[src/rtl/afe_chan_sampler.sv]
// AFE comparator-pair sampler: 2-flop sync, hysteresis resolve, decimation,
// and an edge-trigger FSM on one selected channel.
module afe_chan_sampler #(
   parameter int NUM_CH  = 5,
   parameter int DECIM_W = 4
) (
   input  logic               clk,
   input  logic               rst,
   input  logic [NUM_CH-1:0]  chL,
   input  logic [NUM_CH-1:0]  chH,
   input  logic [DECIM_W-1:0] decim,
   input  logic               arm,
   input  logic               disarm,
   input  logic [2:0]         trig_ch,
   input  logic               trig_pol,
   output logic [NUM_CH-1:0]  smpl,
   output logic               smpl_vld,
   output logic               trig,
   output logic               trigd,
   output logic               armed
);

   typedef enum logic [1:0] {IDLE, ARMED, WAIT_EDGE, TRIGGERED} state_t;

   state_t state, state_n;
   logic [NUM_CH-1:0]  l_s1, l_s2, h_s1, h_s2;
   logic [NUM_CH-1:0]  lvl;
   logic [DECIM_W-1:0] dec_cnt;
   logic [NUM_CH-1:0]  smpl_sh;
   logic               ch_ok, b, trig_n;

   always_ff @(posedge clk or posedge rst) begin
      if (rst) begin
         l_s1 <= '0;
         l_s2 <= '0;
         h_s1 <= '0;
         h_s2 <= '0;
      end else begin
         l_s1 <= chL;
         l_s2 <= l_s1;
         h_s1 <= chH;
         h_s2 <= h_s1;
      end
   end

   // H wins outright; between thresholds (L=1,H=0) the previous level holds.
   always_ff @(posedge clk or posedge rst) begin
      if (rst) lvl <= '0;
      else     lvl <= h_s2 | (l_s2 & lvl);
   end

   always_ff @(posedge clk or posedge rst) begin
      if (rst) begin
         dec_cnt  <= '0;
         smpl     <= '0;
         smpl_vld <= 1'b0;
      end else if (dec_cnt >= decim) begin
         dec_cnt  <= '0;
         smpl     <= lvl;
         smpl_vld <= 1'b1;
      end else begin
         dec_cnt  <= dec_cnt + 1'b1;
         smpl_vld <= 1'b0;
      end
   end

   assign ch_ok   = (int'(trig_ch) < NUM_CH);
   assign smpl_sh = smpl >> trig_ch;
   assign b       = smpl_sh[0];

   always_ff @(posedge clk or posedge rst) begin
      if (rst) begin
         state <= IDLE;
         trig  <= 1'b0;
         trigd <= 1'b0;
         armed <= 1'b0;
      end else begin
         state <= state_n;
         trig  <= trig_n;
         trigd <= (state_n == TRIGGERED);
         armed <= (state_n == ARMED) || (state_n == WAIT_EDGE);
      end
   end

   always_comb begin
      state_n = state;
      trig_n  = 1'b0;
      if (disarm) begin
         state_n = IDLE;
      end else begin
         case (state)
            IDLE:      if (arm) state_n = ARMED;
            ARMED:     if (smpl_vld && ch_ok && (b == ~trig_pol)) state_n = WAIT_EDGE;
            WAIT_EDGE: if (smpl_vld && ch_ok && (b == trig_pol)) begin
                          state_n = TRIGGERED;
                          trig_n  = 1'b1;
                       end
            TRIGGERED: if (arm) state_n = ARMED;
            default:   state_n = IDLE;
         endcase
      end
   end

endmodule
[config.mk]
export PLATFORM = sky130hd
export DESIGN_NAME = afe_chan_sampler
export DESIGN_NICKNAME = d
export VERILOG_FILES = /design/src/rtl/afe_chan_sampler.sv
export SDC_FILE = /design/constraint.sdc
export NUM_CORES = 1
export LEC_CHECK = 0
export BUFFER_PORTS_ARGS = -buffer_cell sky130_fd_sc_hd__buf_2
export CORE_MARGIN = 2
export CORE_UTILIZATION = 45
export CTS_CLUSTER_DIAMETER = 150
export CTS_CLUSTER_SIZE = 12
export DETAILED_ROUTE_END_ITERATION = 7
export HOLD_SLACK_MARGIN = 0.15
export PLACE_DENSITY = 0.73
export SYNTH_ARGS = -nofsm -noshare
export SYNTH_HDL_FRONTEND = slang
export SYNTH_SLANG_ARGS = --single-unit
[constraint.sdc]
create_clock -name clk -period 2.73 [get_ports clk]
set_input_delay 0.273 -clock clk [delete_from_list [all_inputs] [get_ports clk]]
set_output_delay 0.273 -clock clk [all_outputs]
set_load 0.05 [all_outputs]
**Word-level counts from Yosys, hierarchy flattened**

Cells that the tools add are included.

- Add/subtract/negate cells: 1
- Reductions and logical operators: 6
- Shift-type cells: 1
- Eq/ne operators: 8
- $lt $le $gt $ge: 2
- Bitwise gates (word level): 3
- Divide/modulo/power cells: 0
- $mul: 0
- Mux-type cells: 10

Operator list:

| operator | count |
|---|---|
| equality test 2 bit, second input constant | 4 |
| two-way mux 2 bit | 4 |
| case mux 2 bit (3 select lines) | 1 |
| bitwise AND 5 bit | 1 |
| OR 5 bit | 1 |
| >> shifter 5 x 3 -> 1 bit | 1 |
| adder 4 x 1 -> 4 bit, second input constant | 1 |
| equality test 2 x 1 -> 1 bit, second input constant | 2 |
| >= comparator 4 bit | 1 |
| two-way mux 1 bit | 4 |
| two-way mux 4 bit | 1 |
| logical AND 1 bit | 3 |
| < comparator 3 bit, second input constant | 1 |
| equality test 1 bit | 2 |
| logical NOT 2 bit | 1 |
| OR reduction 2 bit | 1 |
| logical OR 1 bit | 1 |
| NOT 1 bit | 1 |

- Bits in registers: 40
- Bits in read-only memories: 0
- Output and inout bits: 9
- Memory bits (writable): 0
- Memories: 0
- Latch bits: 0
- Logic and storage cells: 43

**Longest topological paths before layout**

Gate-level depths: netlist of the first run.

- Depth after elaboration: 8
- Mapped depth: 8
- Mapped depth without buffers: 8

**Worst setup path before layout of the first run**

OpenSTA, ideal clock, no wires.

- Path kind: reg-to-reg
- Start point: register smpl[3]
- End point: register armed
- Path buffers: 0
- Period minus slack after synthesis: 2.063 ns
- Library setup time: 0.126 ns
- Arrival: 1.937 ns
- Cell stages (with the launch flop): 7
- Slack: 0.667 ns
- Path through: dfrtp_1 mux4_2 xnor2_2 a21oi_1 nor3_4 a2bb2oi_2 ha_1

- Longest elaborated chain between the ends: 8

RTL lines:

| item | line | RTL |
|---|---|---|
| start: declaration | 16 | `output logic [NUM_CH-1:0] smpl,` |
| start signal: assignment | 59 | `smpl <= lvl;` |
| >> shifter 5 x 3 -> 1 bit * | 68 | `assign smpl_sh = smpl >> trig_ch;` |
| equality test 1 bit (on tied branches) | 94, 93 |  |
| logical AND 1 bit (on tied branches) | 94, 93 |  |
| two-way mux 2 bit (on tied branches) | 94, 93 |  |
| case mux 2 bit (3 select lines) * | 91 | `case (state)` |
| two-way mux 2 bit * | 88 | `if (disarm) begin` |
| net state_n[0] | 25 | `state_t state, state_n;` |
| equality test 2 x 1 -> 1 bit / equality test 2 bit (equally long branches) | 81 | `armed <= (state_n == ARMED) \|\| (state_n == WAIT_EDGE);` |
| logical OR 1 bit * | 81 |  |
| end signal: assignment | 81 |  |
| end: declaration | 20 | `output logic armed` |

Mark *: on every way through the listed nets, which the timed path passes. The rest lies on a longest branch.
A chain may end at the register's enable or synchronous reset.

**Final worst setup path of the first run**

Same ends and word-level chain as after synthesis.

==> results.py, run 1 <==
metrics = {
    "clock_network": {
        "cts_root_buffer": "clkbuf_4",
        "path_clk_slew_ns": 0.11,
        "htreeDepth": 2,
        "cts_made_buffers": 5,
        "cts_buffer_depth": 2,
        "cts_setup_buffers": 0,
        "cts_tree": "built",
        "clock_latency_ns": 0.34,
        "cts_resized": 0,
        "cts_sinks": 40,
        "cts_hold_buf": 12,
    },
    "hold_path": {
        "min_from": "l_s1[4]",
        "min_path_cells": 0,
        "hold_end": "l_s2[4]",
        "min_path_type": "flop to flop",
    },
    "power_and_ir_drop": {
        "power_density_mw_per_mm2": 956.5,
        "p_leak_nw": 0.9253,
        "power_w": 0.001790,
        "peakVddDrop_uv": 442.9,
    },
    "critical_path": {
        "r2r_setup_slack_ns": 0.76,
        "crit_slowest_cell": "mux4_2",
        "cp_top_family": "multiplexers",
        "cp-end-kind": "flop",
        "max_stage_delay_ns": 0.50,
        "startpoint_type": "flop",
        "reg2reg_from": "smpl[3]",
        "cp_cell_sequence": "mux4_2 -> xnor2_2 -> o21ai_1 -> a21oi_1 -> nor3_1 -> ha_1",
        "crit_type": "flop to flop",
        "reg2reg_to": "armed",
        "critPathRequiredTime_ns": 2.97,
        "cp.buffers_inverters": 0,
        "cp_max_fo": 3,
        "worstPathArrival_ns": 2.20,
        "ff2ff_path_depth": 6,
    },
    "detailed_routing": {
        "wl_per_cell_microns": 11.47,
        "routed-via-count": 894,
        "drc": 0,
        "drt_pass1_iterations": 4,
        "drt_iter0_drc": 15,
        "routed_wl_microns": 2236,
        "viasPerCell": 4.585,
        "antenna_left": 0,
    },
    "floorplanning": {
        "fp.dieW_microns": 61.01,
        "start_util": 0.4752,
        "fp.dieH_microns": 61.01,
        "coreArea_sq_mm": 0.003078,
        "dieArea_sq_mm": 0.003722,
        "ioPinCount": 31,
        "fp-row-count": 20,
    },
    "synthesis": {
        "synth_area_sq_mm": 0.001463,
        "synth_area_per_cell_sq_um": 14.63,
        "ys_warn_count": 0,
        "syn-num-nets": 130,
        "ys_types": 24,
        "syn_inst": 100,
        "ys_seq_area_frac": 0.6843,
        "yosys_register_bits": 40,
    },
    "cells_and_area": {
        "layout-drive-gt1-share": 0.3113,
        "syn2layout_area_growth_pct": 27.97,
        "num-nets-final": 180,
        "antenna_cells": 0,
    },
    "timing": {
        "finalMaxSlewViolations": 0,
        "hold_viol": 0,
        "period_share": 0.7208,
        "fmax_mhz": 508.2,
        "worst_slew_pin_slew_ns": 0.4732,
        "fin_skew_ns": 0.006331,
        "finalSetupViolCount": 0,
        "relSlewSlack": 0.6846,
        "setup_ws_ns": 0.7622,
        "grt_setup_unrepaired": "no",
        "setup_tns_ns": 0,
        "finalCriticalPeriod_ns": 1.968,
    },
    "placement": {
        "gp_congestion": 0.7437,
        "io_buffer_count": 30,
        "pre_cts_ws_ns": 0.7319,
        "hpwl_microns": 1617,
    },
    "global_route": {
        "antenna_found_initial": 0,
        "grt_max_degree": 41,
        "grt_use_total": 0.1507,
        "grt-ovfl-total": 0,
        "first_global_vias": 968,
        "grt_first_pass_wirelength_microns": 3870,
    },
    "run_status": {
        "status": "completed",
    },
    "run": {
        "drv_cap": 0,
    },
}
cells by family after synthesis:
group	count (synthesis)	share of synthesized area
and+or+nand+nor	15	0.05818
xor gates and xnor gates	4	0.02909
adders and majority gates	8	0.06844
DFF	40	0.6843
AOI/OAI and AO/OA	16	0.07784
buffers and inverters	11	0.02823
muxes	6	0.05389
through the flow:
stage	instances	hold WS, ns	cell area (sq um)	util
after floorplan	100	0.3044	1463	-
after global placement	175	0.3317	1675	0.5443
after detailed placement	175	0.3347	1675	0.5443
after CTS	195	0.3612	1872	0.6081
after global routing	195	0.3698	1872	0.6081
final	195	0.3570	1872	0.6081
layer usage:
layer / share of wire / GRT usage / vias to the layer above
li1: - / - / 434
met1: 0.39 / 0.1591 / 427
met2: 0.52 / 0.2627 / 28
met3: 0.068 / 0.06303 / 5
met4: 0.020 / 0.06832 / 0
met5: 0 / 0 / -
registers in the layout, indices dropped and copies added, names as in the netlist:
signal	flops
h_s1	5
smpl_vld	1
state	2
dec_cnt	4
l_s1	5
l_s2	5
h_s2	5
smpl	5
lvl	5
armed	1
trig	1
trigd	1
power breakdown:
group	total [W]	leakage, nW	internal, W	switching [W]
Clock	0.000367	0.0422	0.000192	0.000175
Sequential	0.000781	0.472	0.000704	0.0000778
Combinational	0.000642	0.411	0.000246	0.000397
placed cells by master, fill, tap and decap left out, types with 4 or more instances in the layout:
cell	netlist	final
a21o_1	7	7
a21oi_1	4	4
buf_2	0	30
clkbuf_4	0	5
dfrtp_1	40	40
dlygate4sd3_1	0	12
ha_1	8	8
inv_1	10	10
mux2_2	5	5
nor2_1	7	7
layout make-up:
cell class,instances,area (sq um)
fillers,264,1206
inverters,11,41.29
multi-input cells,49,420.4
well taps,44,55.05
repair buffers,43,277.8
clock buffers,6,41.29
clock inverters,2,35.03
flip-flops and latches,40,1001
synthesized netlist by cell type (all sizes together):
| library cell | count | area share |
|---|---|---|
| mux2 | 5 | 0.038 |
| a21oi | 4 | 0.014 |
| nor4b | 1 | 0.0060 |
| o21ai | 2 | 0.0068 |
| a311oi | 1 | 0.0060 |
| clkinv | 1 | 0.0026 |
| xor2 | 1 | 0.0060 |
| a21o | 7 | 0.036 |
| inv | 10 | 0.026 |
| nand3 | 1 | 0.0034 |
| dfrtp | 40 | 0.68 |
| ha | 8 | 0.068 |
| a2bb2oi | 1 | 0.010 |
| nor2 | 7 | 0.018 |
| xnor2 | 3 | 0.023 |
| nor3 | 2 | 0.015 |
| mux4 | 1 | 0.015 |
| and2 | 1 | 0.0043 |
| nand2 | 2 | 0.0051 |
| a21boi | 1 | 0.0051 |
| or4b | 1 | 0.0068 |
worst max-delay path by stage:
stage          depth (start not counted)  startpoint       to  slack (ns)
3_5_place_dp                           7  trig_ch[0]    armed        0.73
3_3_place_gp                           7  trig_ch[0]    armed        0.83
2_1_floorplan                          6     smpl[3]    armed        0.67
5_1_grt                                8  dec_cnt[0]  smpl[2]        0.69
6_report                               6     smpl[3]    armed        0.76
4_1_cts                                6     smpl[2]    armed        0.73
(Power assumes the default switching activity.)
==> inputs of run 2 (changes only) <==
Settings changed: PLACE_DENSITY 0.73 to 0.75.
Clock period 2.73 ns to 1.69 ns, I/O delays scaled along.
==> results.py, run 2 (synthesis gave the netlist of run 1 again) <==
metrics = {
    "cells_and_area": {
        "num-fill-cells": 239,
        "layout-drive-gt1-share": 0.4383,
        "layout_common_cells": "dfrtp_1 (35), buf_2 (30), dlygate4sd3_1 (12)",
        "multiInputGateArea_sq_um": 454.2,
        "regArea_sq_mm": 0.001007,
        "antenna_cells": 0,
        "num-nets-final": 192,
        "syn2layout_area_growth_pct": 35.76,
        "final_common_cell": "dfrtp_1",
    },
    "critical_path": {
        "cp-end-kind": "flop",
        "worstPathArrival_ns": 2.12,
        "cp_cell_sequence": "mux4_2 -> xnor2_2 -> o21ai_2 -> a21o_1 -> a2bb2oi_2 -> ha_1",
        "cp.buffers_inverters": 0,
        "reg2reg_to": "armed",
        "cp_top_family": "multiplexers",
        "critPathRequiredTime_ns": 1.92,
        "ff2ff_path_depth": 6,
        "crit_type": "flop to flop",
        "startpoint_type": "flop",
        "max_stage_delay_ns": 0.48,
        "crit_slowest_cell": "mux4_2",
        "r2r_setup_slack_ns": -0.20,
        "reg2reg_from": "smpl[0]",
        "cp_max_fo": 2,
    },
    "global_route": {
        "grt_busiest_layer": "met2",
        "grt-ovfl-total": 0,
        "antenna_found_initial": 0,
        "first_global_vias": 980,
        "met1_usage": 0.1627,
        "use_met3": 0.06933,
        "grt_max_degree": 41,
        "grt_use_total": 0.1514,
        "grt_first_pass_wirelength_microns": 3912,
        "grtUsageMet2": 0.2673,
    },
    "run": {
        "drv_cap": 0,
    },
    "hold_path": {
        "min_path_type": "input port to flop",
        "min_path_cells": 4,
        "hold_end": "trig",
        "min_from": "trig_ch[1]",
    },
    "clock_network": {
        "cts_buffer_depth": 2,
        "cts_sinks": 40,
        "cts_made_buffers": 5,
        "cts_tree": "built",
        "clock_latency_ns": 0.33,
        "cts_root_buffer": "clkbuf_4",
        "htreeDepth": 2,
        "path_clk_slew_ns": 0.11,
    },
    "timing": {
        "setup_ws_ns": -0.1953,
        "finalMaxSlewViolations": 0,
        "finalSetupViolCount": 4,
        "grt_setup_unrepaired": "yes",
        "relSlewSlack": 0.6862,
        "fmax_mhz": 530.4,
        "finalCriticalPeriod_ns": 1.885,
        "hold_viol": 0,
        "fin_skew_ns": 0.01144,
        "worst_slew_pin_slew_ns": 0.4706,
        "period_share": 1.116,
    },
    "floorplanning": {
        "coreArea_sq_mm": 0.003078,
        "start_util": 0.4752,
        "fp.dieH_microns": 61.01,
        "ioPinCount": 31,
        "fp.dieW_microns": 61.01,
        "fp-row-count": 20,
        "dieArea_sq_mm": 0.003722,
    },
    "placement": {
        "hpwl_microns": 1734,
        "io_buffer_count": 30,
        "gp_congestion": 0.7996,
        "pre_cts_ws_ns": -0.2570,
    },
    "power_and_ir_drop": {
        "power_density_mw_per_mm2": 1525,
        "p_leak_nw": 0.9847,
        "peakVddDrop_uv": 661.0,
        "power_w": 0.003029,
    },
    "detailed_routing": {
        "wl_per_cell_microns": 11.77,
        "viasPerCell": 4.670,
        "drt_iter0_drc": 23,
        "drt_pass1_iterations": 4,
        "routed_wl_microns": 2425,
        "drc": 0,
        "antenna_left": 0,
        "routed-via-count": 962,
    },
    "run_status": {
        "status": "finished, violations left",
        "violations": "setup timing",
    },
}
[run 2: worst max-delay path by stage]
stage          cells after the start    start  slack (ns)    end
6_report                           6  smpl[0]       -0.20  armed
2_1_floorplan                      6  smpl[3]       -0.28  armed
4_1_cts                            6  smpl[0]       -0.21  armed
3_3_place_gp                       6  smpl[3]       -0.18  armed
3_5_place_dp                       6  smpl[3]       -0.26  armed
5_1_grt                            6  smpl[1]       -0.29  armed
[run 2: through the flow]
stage | cells | area, sq um | TNS, ns | hold WS, ns | utilization
after global placement | 186 | 1768 | -0.2354 | 0.2764 | 0.5744
after detailed placement | 186 | 1768 | -0.4322 | 0.2783 | 0.5744
after floorplan | 100 | 1473 | -0.4100 | 0.2004 | -
after global routing | 206 | 1986 | -1.123 | 0.2144 | 0.6451
after CTS | 205 | 1948 | -0.3214 | 0.2111 | 0.6329
final | 206 | 1986 | -0.3345 | 0.2348 | 0.6451
[run 2: tightest hold or removal path, cell delays in order]
cell and delay, ns:
buf_2 0.10, nor4b_1 0.07, a21oi_2 0.15, nor3_4 0.05
[run 2: layout make-up]
cell class                 instances  area share
multi-input combinational         49      0.2287
inverter                          11     0.02205
tap                               44     0.02773
clock inverter                     2    0.006301
timing repair buffer              55      0.1890
sequential                        40      0.5072
clock buffer                       5     0.01890
[run 2: what timing repair did]
action / 4_1_cts / 5_1_grt
resized for setup: 4 / 10
hold endpoints to repair: 52 / 0
hold buffers: 12 / 0
pin swaps: 0 / 3
endpoints found under the setup margin: 5 / 11
buffers inserted: 0 / 1
[run 2: layer usage]
| metal | part of all wire | up-vias | wire length [microns] |
|---|---|---|---|
| met5 | 0 | - | 0 |
| met4 | 0.0033 | 0 | 8 |
| met3 | 0.058 | 2 | 141 |
| met2 | 0.54 | 35 | 1300 |
| met1 | 0.40 | 470 | 975 |
| li1 | - | 455 | - |
[run 2: report_power, final]
group          switching (W)  internal (W)
sequential          0.000108       0.00115
combinational       0.000749      0.000597
clock               0.000277      0.000152
total                0.00113       0.00189
==> inputs of run 3 (changes only) <==
Settings changed: BUFFER_PORTS_ARGS -buffer_cell sky130_fd_sc_hd__buf_2 to unset, DONT_BUFFER_PORTS set to 1, PLACE_DENSITY 0.75 to 0.67, RECOVER_POWER set to 100, SKIP_CTS_REPAIR_TIMING set to 1.
==> results.py, run 3 (synthesis gave the netlist of run 1 again) <==
metrics = {
    "detailed_routing": {
        "drt_iter0_drc": 32,
        "antenna_left": 0,
        "wl_per_cell_microns": 13.29,
        "drt_pass1_iterations": 4,
        "routed_wl_microns": 2392,
        "drc": 0,
        "viasPerCell": 4.733,
        "routed-via-count": 852,
    },
    "timing": {
        "finalCriticalPeriod_ns": 1.889,
        "worst_slew_pin_slew_ns": 0.9638,
        "setup_ws_ns": -0.1990,
        "fmax_mhz": 529.4,
        "period_share": 1.118,
        "finalMaxSlewViolations": 0,
        "hold_viol": 0,
        "fin_skew_ns": 0.004741,
        "finalSetupViolCount": 7,
        "relSlewSlack": 0.3575,
        "grt_setup_unrepaired": "yes",
    },
    "critical_path": {
        "startpoint": "smpl[2]",
        "crit_path_end": "armed",
        "critPathRequiredTime_ns": 1.93,
        "worstPathArrival_ns": 2.13,
        "reg2reg_from": "smpl[2]",
        "crit_type": "flop to flop",
        "ff2ff_path_depth": 6,
        "startpoint_type": "flop",
        "r2r_setup_slack_ns": -0.20,
        "cp_max_fo": 2,
        "cp-end-kind": "flop",
        "reg2reg_to": "armed",
    },
    "clock_network": {
        "cts_buffer_depth": 2,
        "cts_made_buffers": 5,
        "cts_root_buffer": "clkbuf_4",
        "clock_latency_ns": 0.34,
        "cts_tree": "built",
        "htreeDepth": 2,
        "cts_sinks": 40,
        "path_clk_slew_ns": 0.12,
    },
    "global_route": {
        "grt_max_degree": 41,
        "first_global_vias": 737,
        "grt-ovfl-total": 0,
        "antenna_found_initial": 0,
        "grt_use_total": 0.1351,
        "grt_first_pass_wirelength_microns": 3360,
    },
    "floorplanning": {
        "ioPinCount": 31,
        "fp.dieW_microns": 61.01,
        "fp.dieH_microns": 61.01,
        "coreArea_sq_mm": 0.003078,
        "fp-row-count": 20,
        "start_util": 0.4752,
        "dieArea_sq_mm": 0.003722,
    },
    "hold_path": {
        "min_path_type": "input port to flop",
        "min_path_cells": 3,
    },
    "placement": {
        "io_buffer_count": 0,
        "gp_congestion": 0.6663,
        "placed_cells": 155,
        "hpwl_microns": 1503,
    },
    "power_and_ir_drop": {
        "power_density_mw_per_mm2": 1593,
        "peakVddDrop_uv": 671.9,
        "power_w": 0.002960,
        "p_leak_nw": 0.8751,
    },
    "cells_and_area": {
        "num-nets-final": 165,
        "final_common_cell": "dfrtp_1",
        "syn2layout_area_growth_pct": 27.03,
        "layout_common_cells": "dfrtp_1 (35), dlygate4sd3_1 (16), inv_1 (10)",
        "antenna_cells": 0,
        "fin_cells": 180,
        "layout-drive-gt1-share": 0.2500,
    },
    "run_status": {
        "status": "finished, violations left",
        "violations": "setup timing",
    },
    "run": {
        "drv_cap": 0,
    },
}
[run 3: cell count changes in the layout (fill, tap and decap cells not counted), moves of 3 or more]
cell and change:
mux2_2 -3, buf_4 -5, clkbuf_1 +4, dlygate4sd3_1 +4, mux2_4 +3, buf_2 -30
[run 3: how the worst min path moves through the flow]
stage                           to  slack, ns     start
after floorplan            h_s1[0]       0.20    chH[0]
after global placement     l_s1[4]       0.20       rst
after detailed placement   h_s1[1]       0.20    chH[1]
after CTS                  h_s2[2]      -0.19       rst
after global routing          trig       0.26  trig_pol
final                     state[1]       0.24       arm
[run 3: stage by stage]
step	area, sq um	hold slack [ns]	TNS (ns)	util	worst slack [ns]
floorplan	1473	0.2004	-0.4100	-	-0.2777
global placement	1610	0.1966	-0.2142	0.5232	-0.1724
detailed placement	1610	0.2005	-0.4199	0.5232	-0.2557
CTS	1677	-0.1874	-0.5117	0.5447	-0.2747
global route	1858	0.2550	-1.129	0.6037	-0.2750
finish	1858	0.2383	-0.3741	0.6037	-0.1990
[run 3: final cells by class]
class	count	area [sq um]
clock inverters	2	15.01
clock buffers	6	51.30
flip-flops and latches	40	1007
inverters	11	41.29
repair buffers	28	236.5
well taps	44	55.05
multi-input cells	49	451.7
fillers	246	1220
[run 3: per-layer routing]
| metal | GRT usage | part of all wire | routed length (microns) |
|---|---|---|---|
| met1 | 0.1567 | 0.42 | 997 |
| met3 | 0.06723 | 0.066 | 157 |
| met5 | 0 | 0 | 0 |
| met4 | 0.07453 | 0.023 | 54 |
| met2 | 0.2058 | 0.49 | 1182 |
[run 3: where the power goes]
| part | switching [W] | internal [W] | leakage, nW |
|---|---|---|---|
| logic | 0.000647 | 0.000504 | 0.377 |
| registers | 0.000155 | 0.00114 | 0.468 |
| clock network | 0.000306 | 0.000202 | 0.0305 |
[run 3: worst max-delay path, stage by stage, from the launching register on]
cell and delay, ns:
dfrtp_2 0.42, mux4_2 0.49, xnor2_2 0.22, o21ai_2 0.09
a21o_1 0.19, a2bb2oi_2 0.14, ha_1 0.24
